[src/rtl/aes_pkg.sv]
// Constants and FSM encoding shared by the AES core and its round sequencer.
package aes_pkg;

    localparam int NR_AES128  = 10;
    localparam int NR_AES192  = 12;
    localparam int NR_AES256  = 14;
    localparam int AES_KIDX_W = 4;

    typedef enum logic [1:0] {
        ST_IDLE  = 2'd0,
        ST_ISSUE = 2'd1,
        ST_WAIT  = 2'd2,
        ST_DONE  = 2'd3
    } ctrl_state_t;

endpackage

[src/rtl/aes_round_ctrl.sv]
// Iterative AES encryption sequencer: does the initial AddRoundKey, then launches
// the external round datapath NR times, waiting on its done strobe each round.
module aes_round_ctrl
    import aes_pkg::*;
#(
    parameter int DATA_W = 128,
    parameter int NR     = NR_AES128,
    parameter int KIDX_W = AES_KIDX_W
) (
    input  logic              clk,
    input  logic              rst_n,
    input  logic              in_valid,
    output logic              in_ready,
    input  logic [DATA_W-1:0] in_data,
    input  logic              key_ready,
    output logic [KIDX_W-1:0] key_idx,
    input  logic [DATA_W-1:0] key_data,
    output logic              rnd_valid,
    output logic [DATA_W-1:0] rnd_data,
    output logic [DATA_W-1:0] rnd_key,
    output logic              rnd_last,
    input  logic              rnd_done,
    input  logic [DATA_W-1:0] rnd_result,
    output logic              out_valid,
    input  logic              out_ready,
    output logic [DATA_W-1:0] out_data,
    output logic              busy,
    output logic              err
);

    localparam logic [KIDX_W-1:0] C_LAST = KIDX_W'(NR);
    localparam logic [KIDX_W-1:0] C_ONE  = KIDX_W'(1);

    ctrl_state_t       r_state;
    ctrl_state_t       w_state_nxt;
    logic [DATA_W-1:0] r_st;
    logic [DATA_W-1:0] w_st_nxt;
    logic [KIDX_W-1:0] r_rnd;
    logic [KIDX_W-1:0] w_rnd_nxt;
    logic              r_err;
    logic              w_last;

    always_ff @(posedge clk or negedge rst_n) begin
        if (!rst_n) begin
            r_state <= ST_IDLE;
            r_st    <= '0;
            r_rnd   <= '0;
            r_err   <= 1'b0;
        end else begin
            r_state <= w_state_nxt;
            r_st    <= w_st_nxt;
            r_rnd   <= w_rnd_nxt;
            // A done strobe outside WAIT is a datapath protocol violation; its result is dropped.
            if (rnd_done && (r_state != ST_WAIT)) begin
                r_err <= 1'b1;
            end
        end
    end

    assign w_last = (r_rnd == C_LAST);

    always_comb begin
        w_state_nxt = r_state;
        w_st_nxt    = r_st;
        w_rnd_nxt   = r_rnd;
        in_ready    = 1'b0;
        key_idx     = '0;
        rnd_valid   = 1'b0;
        rnd_key     = '0;
        rnd_last    = 1'b0;
        out_valid   = 1'b0;
        case (r_state)
            ST_IDLE: begin
                in_ready = key_ready;
                if (in_valid && key_ready) begin
                    w_st_nxt    = in_data ^ key_data;
                    w_rnd_nxt   = C_ONE;
                    w_state_nxt = ST_ISSUE;
                end
            end
            ST_ISSUE: begin
                key_idx     = r_rnd;
                rnd_valid   = 1'b1;
                rnd_key     = key_data;
                rnd_last    = w_last;
                w_state_nxt = ST_WAIT;
            end
            ST_WAIT: begin
                // Round latency is whatever the datapath takes; only rnd_done advances us.
                key_idx = r_rnd;
                if (rnd_done) begin
                    w_st_nxt = rnd_result;
                    if (w_last) begin
                        w_state_nxt = ST_DONE;
                    end else begin
                        w_rnd_nxt   = r_rnd + C_ONE;
                        w_state_nxt = ST_ISSUE;
                    end
                end
            end
            ST_DONE: begin
                out_valid = 1'b1;
                if (out_ready) begin
                    w_state_nxt = ST_IDLE;
                end
            end
            default: begin
                w_state_nxt = ST_IDLE;
            end
        endcase
    end

    assign busy     = (r_state != ST_IDLE);
    assign rnd_data = r_st;
    assign out_data = r_st;
    assign err      = r_err;

endmodule

[config.mk]
export PLATFORM = sky130hd
export DESIGN_NAME = aes_round_ctrl
export DESIGN_NICKNAME = d
export VERILOG_FILES = /design/src/rtl/aes_pkg.sv /design/src/rtl/aes_round_ctrl.sv
export SDC_FILE = /design/constraint.sdc
export NUM_CORES = 1
export LEC_CHECK = 0
export ABC_AREA = 1
export CELL_PAD_IN_SITES_DETAIL_PLACEMENT = 0
export CELL_PAD_IN_SITES_GLOBAL_PLACEMENT = 1
export CORE_AREA = 2 2 305 307
export CTS_BUF_LIST = sky130_fd_sc_hd__clkbuf_4
export CTS_CLUSTER_DIAMETER = 30
export DETAILED_ROUTE_END_ITERATION = 8
export DIE_AREA = 0 0 307 309
export GPL_TIMING_DRIVEN = 1
export PLACE_DENSITY_LB_ADDON = 0.1
export SETUP_SLACK_MARGIN = 0.3
export SLEW_MARGIN = 10
export SYNTH_ARGS = -nofsm -noshare
export SYNTH_HDL_FRONTEND = slang
export SYNTH_SLANG_ARGS = --single-unit
[constraint.sdc]
create_clock -name clk -period 1.59 [get_ports clk]
set_input_delay 0.2385 -clock clk [delete_from_list [all_inputs] [get_ports clk]]
set_output_delay 0.2385 -clock clk [all_outputs]
set_load 0.1 [all_outputs]
# Word-level counts from Yosys, hierarchy flattened
# Cells that the tools add are included.
word_totals:
  output_inout_bits: 394
  wordCells: 42
  regBits: 135
op_classes:
  n_bitwise: 1
  muxes: 18
  eq_ne: 9
  n_reduce_logical: 9
  addsub: 1
ops:
  columns: ["op", "count"]
  rows:
  - ["$mux W128", 3]
  - ["$pmux W128 S2", 1]
  - ["$xor A128 B128 Y128", 1]
  - ["$mux W4", 4]
  - ["$ne A2 B2 Y1 const B", 5]
  - ["$mux W2", 4]
  - ["$pmux W2 S4", 1]
  - ["$pmux W4 S2", 1]
  - ["$reduce_and A3 Y1", 2]
  - ["$add A4 B1 Y4 const B", 1]
  - ["$eq A2 B2 Y1 const B", 2]
  - ["$eq A4 B4 Y1 const B", 1]
  - ["$mux W1", 4]
  - ["$reduce_and A4 Y1", 1]
  - ["$reduce_bool A2 Y1", 2]
  - ["$eq A2 B1 Y1 const B", 1]
  - ["$logic_and A1 B1 Y1", 2]
  - ["$logic_not A2 Y1", 1]
  - ["$reduce_or A2 Y1", 1]

# Logic depth before layout (Yosys ltp)
logic_depth:
  depth_word: 4
  ltp_mapped: 10
  mapped_depth_nobuf: 9

# Worst setup path after synthesis
# OpenSTA, ideal clock, no wires.
synth_timing:
  kind: "reg-to-output"
  startpoint: "reg r_state[1]"
  endpoint: "out rnd_last"
  slack_ps: -1658
  arrival_time_ps: 3010
  t_required_ps: 1351
  path_stages_with_launch: 6
  path_cell_list: "dfrtp_1 > inv_1 > ha_1 > clkbuf_1 > inv_1 > nor2_1"
synth_via:
  elab_chain_cells: 2
synth_rtl:
  columns: ["element", "line", "source"]
  rows:
  - ["start: declaration", "aes_round_ctrl.sv:34", "ctrl_state_t r_state;"]
  - ["start signal: assignment", "aes_round_ctrl.sv:50", "r_state <= w_state_nxt;"]
  - ["$eq A2 B1 Y1", "aes_round_ctrl.sv:72", "case (r_state)"]
  - ["$mux W1", "aes_round_ctrl.sv:72", null]
  - ["end: declaration", "aes_round_ctrl.sv:21", "output logic rnd_last,"]
# Every way passes these cells.

# Worst setup path after layout
layout_timing:
  startpoint: "reg r_state[1]"
  endpoint: "out rnd_key[8]"
layout_via:
  elab_chain_cells: 2
layout_rtl:
  columns: ["element", "line", "source"]
  rows:
  - ["$eq A2 B1 Y1", "aes_round_ctrl.sv:72", null]
  - ["$mux W128", "aes_round_ctrl.sv:72", null]
  - ["end: declaration", "aes_round_ctrl.sv:20", "output logic [DATA_W-1:0] rnd_key,"]
# Every way passes these cells.

==> summary.md <==
| Metric | Value |
|---|---|
| Io pins | `784` |
| RSZ-0062 raised after global routing | `true` |
| Post-route cell area | `25200 um2` |
| Number of max-cap violations | `0` |
| Initial antenna violation count | `7` |
| DP Area | `23900 um2` |
| Reg-to-reg slack, setup | `-310 ps` |
| CTS Sinks | `135` |
| Post-Syn Area | `10200 um2` |
| Worst Slack Setup Final | `-842 ps` |
| Clk buf depth | `2` |
| Hold Fails Final Rpt | `0` |
| Inserted Clock Buffers | `17` |
| Largest net degree at the start of global routing | `54` |
| Port Buf Inserts | `783` |
| Slew HR | `63.7%` |
| Via/cell ratio | `3.50` |
| Failing checks | `setup timing` |
| Core area | `91400 um2` |
| Post-synthesis average cell area | `6.01 um2` |
| Starting Density | `11.1%` |
| TritonRoute pass-1 iters | `5` |
| Post-Syn Nets | `2085` |
| CP max-delay cell | `dfrtp_1` |
| Routed WL | `68600 um` |
| Die Height | `309 um` |
| Remaining Overflow, GRT | `0` |
| Fin util | `27.6%` |
| CP cell instances | `inv_2 > ha_4 > buf_12 > buf_16 > nand2_1 > clkinvlp_4 > buf_12` |
| Setup violators final | `515` |
| Worst R2R Start | `r_state[1]$_DFFE_PN0P_` |
| Site Rows | `111` |
| Clk_skew | `31.0 ps` |
| Max Clock Freq | `0.411 GHz` |
| FF-to-FF End | `out_data[86]$_DFFE_PN0P_` |
| Drt drc | `0` |
| Tmin final | `2430 ps` |
| Slew @ Worst Pin | `542 ps` |
| Die ar. | `94900 um2` |
| Initial DRC count | `495` |
| Gr usage total | `14.1%` |
| Area grow syn2layout | `148%` |
| Yosys synthesis warning count | `0` |
| Finished Layout Cells | `3621` |
| Worst hold path class | `in -> async` |
| CP Max Fanout | `14` |
| Most Frequent Cell on Critical Path | `buf_12` |
| CP Class | `reg -> out` |
| Vias | `12700` |
| Placer Congestion | `0.755` |
| Hold_ws | `112 ps` |
| Dpl cells | `3545` |
| Arrival time worst endpoint | `2190 ps` |
| CP Capture Type | `output port` |
| ANT nets after route | `0` |
| Die width | `307 um` |
| Final nets | `2813` |
| R2r worst-path depth | `11` |
| Mapped Cells | `1688` |
| CTS tree | `done` |
| Seq/Total Area, Yosys | `33.3%` |
| Wirelength per Cell | `19.0 um` |
| Tcrit/Tclk final | `153%` |
| Status | `finished with violations` |
| Critical path's largest stage delay | `420 ps` |
| Slew Viols, Final | `0` |
| Vias in the first global route | `13200` |
| Worst-Skew Late Latency | `720 ps` |
| Worst setup SP type | `register` |
| Required time of the critical path | `1350 ps` |
| Clock root cell | `clkbuf_4` |
| Fraction of layout cells with a size suffix above 1 | `38.8%` |
| DP HPWL | `55800 um` |
| Yosys cell types | `22` |
| Worst-path clk slew | `160 ps` |
| H-tree Lvls | `4` |
| First-pass GRT wire length | `95300 um` |
| Register bit total from synthesis | `135` |
synth_stat cells:
master	instances	area, um2
a21oi_2	1	8.76
buf_2	22	110
buf_4	147	1100
buf_6	7	78.8
buf_8	4	60.1
clkbuf_1	20	75.1
dfrtp_1	135	3380
ha_1	7	87.6
inv_1	145	544
inv_2	2	7.51
nand2_1	925	3470
nand2_2	1	6.26
nand3_1	2	10.0
nand4_1	5	31.3
nor2_1	130	488
nor3_1	1	5.00
o21ai_0	65	325
o21ai_1	64	320
o21ai_2	1	8.76
o21bai_1	2	15.0
or2_2	1	6.26
xor2_1	1	8.76
critical path: cells and delay by family, from the launching register on:
| family | cells | cell delay [ps] |
|---|---|---|
| and+or+nand+nor | 1 | 100 |
| adders and majority gates | 1 | 170 |
| buffers and inverters | 5 | 760 |
| DFF | 1 | 420 |
routing by layer:
layer  global-route usage (%)  part of all wire, %  vias up
met5                        0                0.041        -
met1                     15.4                   38     5836
met3                     3.54                  5.1       35
met2                     27.2                   55      394
li1                         -                    -     6387
met4                     3.14                  1.4        4
how the worst max path moves through the flow:
| stage | startpoint | endpoint | slack [ps] | cells after the start |
|---|---|---|---|---|
| after floorplan | r_state[1]$_DFFE_PN0P_ | rnd_last | -560 | 5 |
| after global placement | r_state[0]$_DFFE_PN0P_ | out_data[81]$_DFFE_PN0P_ | -290 | 8 |
| final | r_state[1]$_DFFE_PN0P_ | rnd_key[8] | -840 | 7 |
| after CTS | r_state[0]$_DFFE_PN0P_ | rnd_key[8] | -1000 | 7 |
| after global routing | r_state[1]$_DFFE_PN0P_ | rnd_key[6] | -1050 | 7 |
| after detailed placement | r_state[0]$_DFFE_PN0P_ | out_data[81]$_DFFE_PN0P_ | -320 | 8 |
stage by stage:
| stage | TNS, ps | setup WS, ps |
|---|---|---|
| 6_report | -146320 | -842 |
| 5_1_grt | -225490 | -1050 |
| 4_1_cts | -211100 | -1000 |
| 3_5_place_dp | -33960 | -323 |
| 3_3_place_gp | -32540 | -293 |
| 2_1_floorplan | -98110 | -563 |
cell usage in the layout, fill, tap and decap left out, drive strengths merged:
cell type / n
xor2: 1
nand2: 926
dlygate4sd3: 9
o21ai: 130
ha: 7
clkbuf: 19
clkinvlp: 136
o21bai: 2
a21oi: 1
clkdlybuf4s50: 388
diode: 6
or2: 1
nor2: 130
dfrtp: 135
bufbuf: 8
nor3: 1
clkinv: 6
bufinv: 2
nand4: 5
buf: 504
nand3: 2
inv: 16
flip-flops by register name (all words and copies together), names as in the netlist:
signal	count
err	1
out_data	128
r_rnd	4
r_state	2
cells by family after synthesis:
logic type | after synthesis | synth area share (%)
and+or+nand+nor | 1065 | 39.6
buffers and inverters | 347 | 19.5
DFF | 135 | 33.3
AOI/OAI and AO/OA | 133 | 6.68
adders and majority gates | 7 | 0.863
xor gates and xnor gates | 1 | 0.0863
final cells by class:
class,count,area (um2)
repair buffers,909,13400
clock buffers,19,143
well taps,1186,1480
diodes,6,15.0
inverters,147,1060
flip-flops and latches,135,3540
clock inverters,13,150
multi-input cells,1206,5370
fillers,9800,66200
repair_timing:
item,CTS,global route
hold buffers,9,0
hold endpoints to repair,141,0
buffers inserted,15,4
pin swaps,4,2
gates resized for setup,138,27
gates cloned,10,0
setup endpoints to repair,528,563
Power is left out: the tool's default activity adds up to more than one toggle a clock period on the data nets, which glitch-free logic cannot reach.
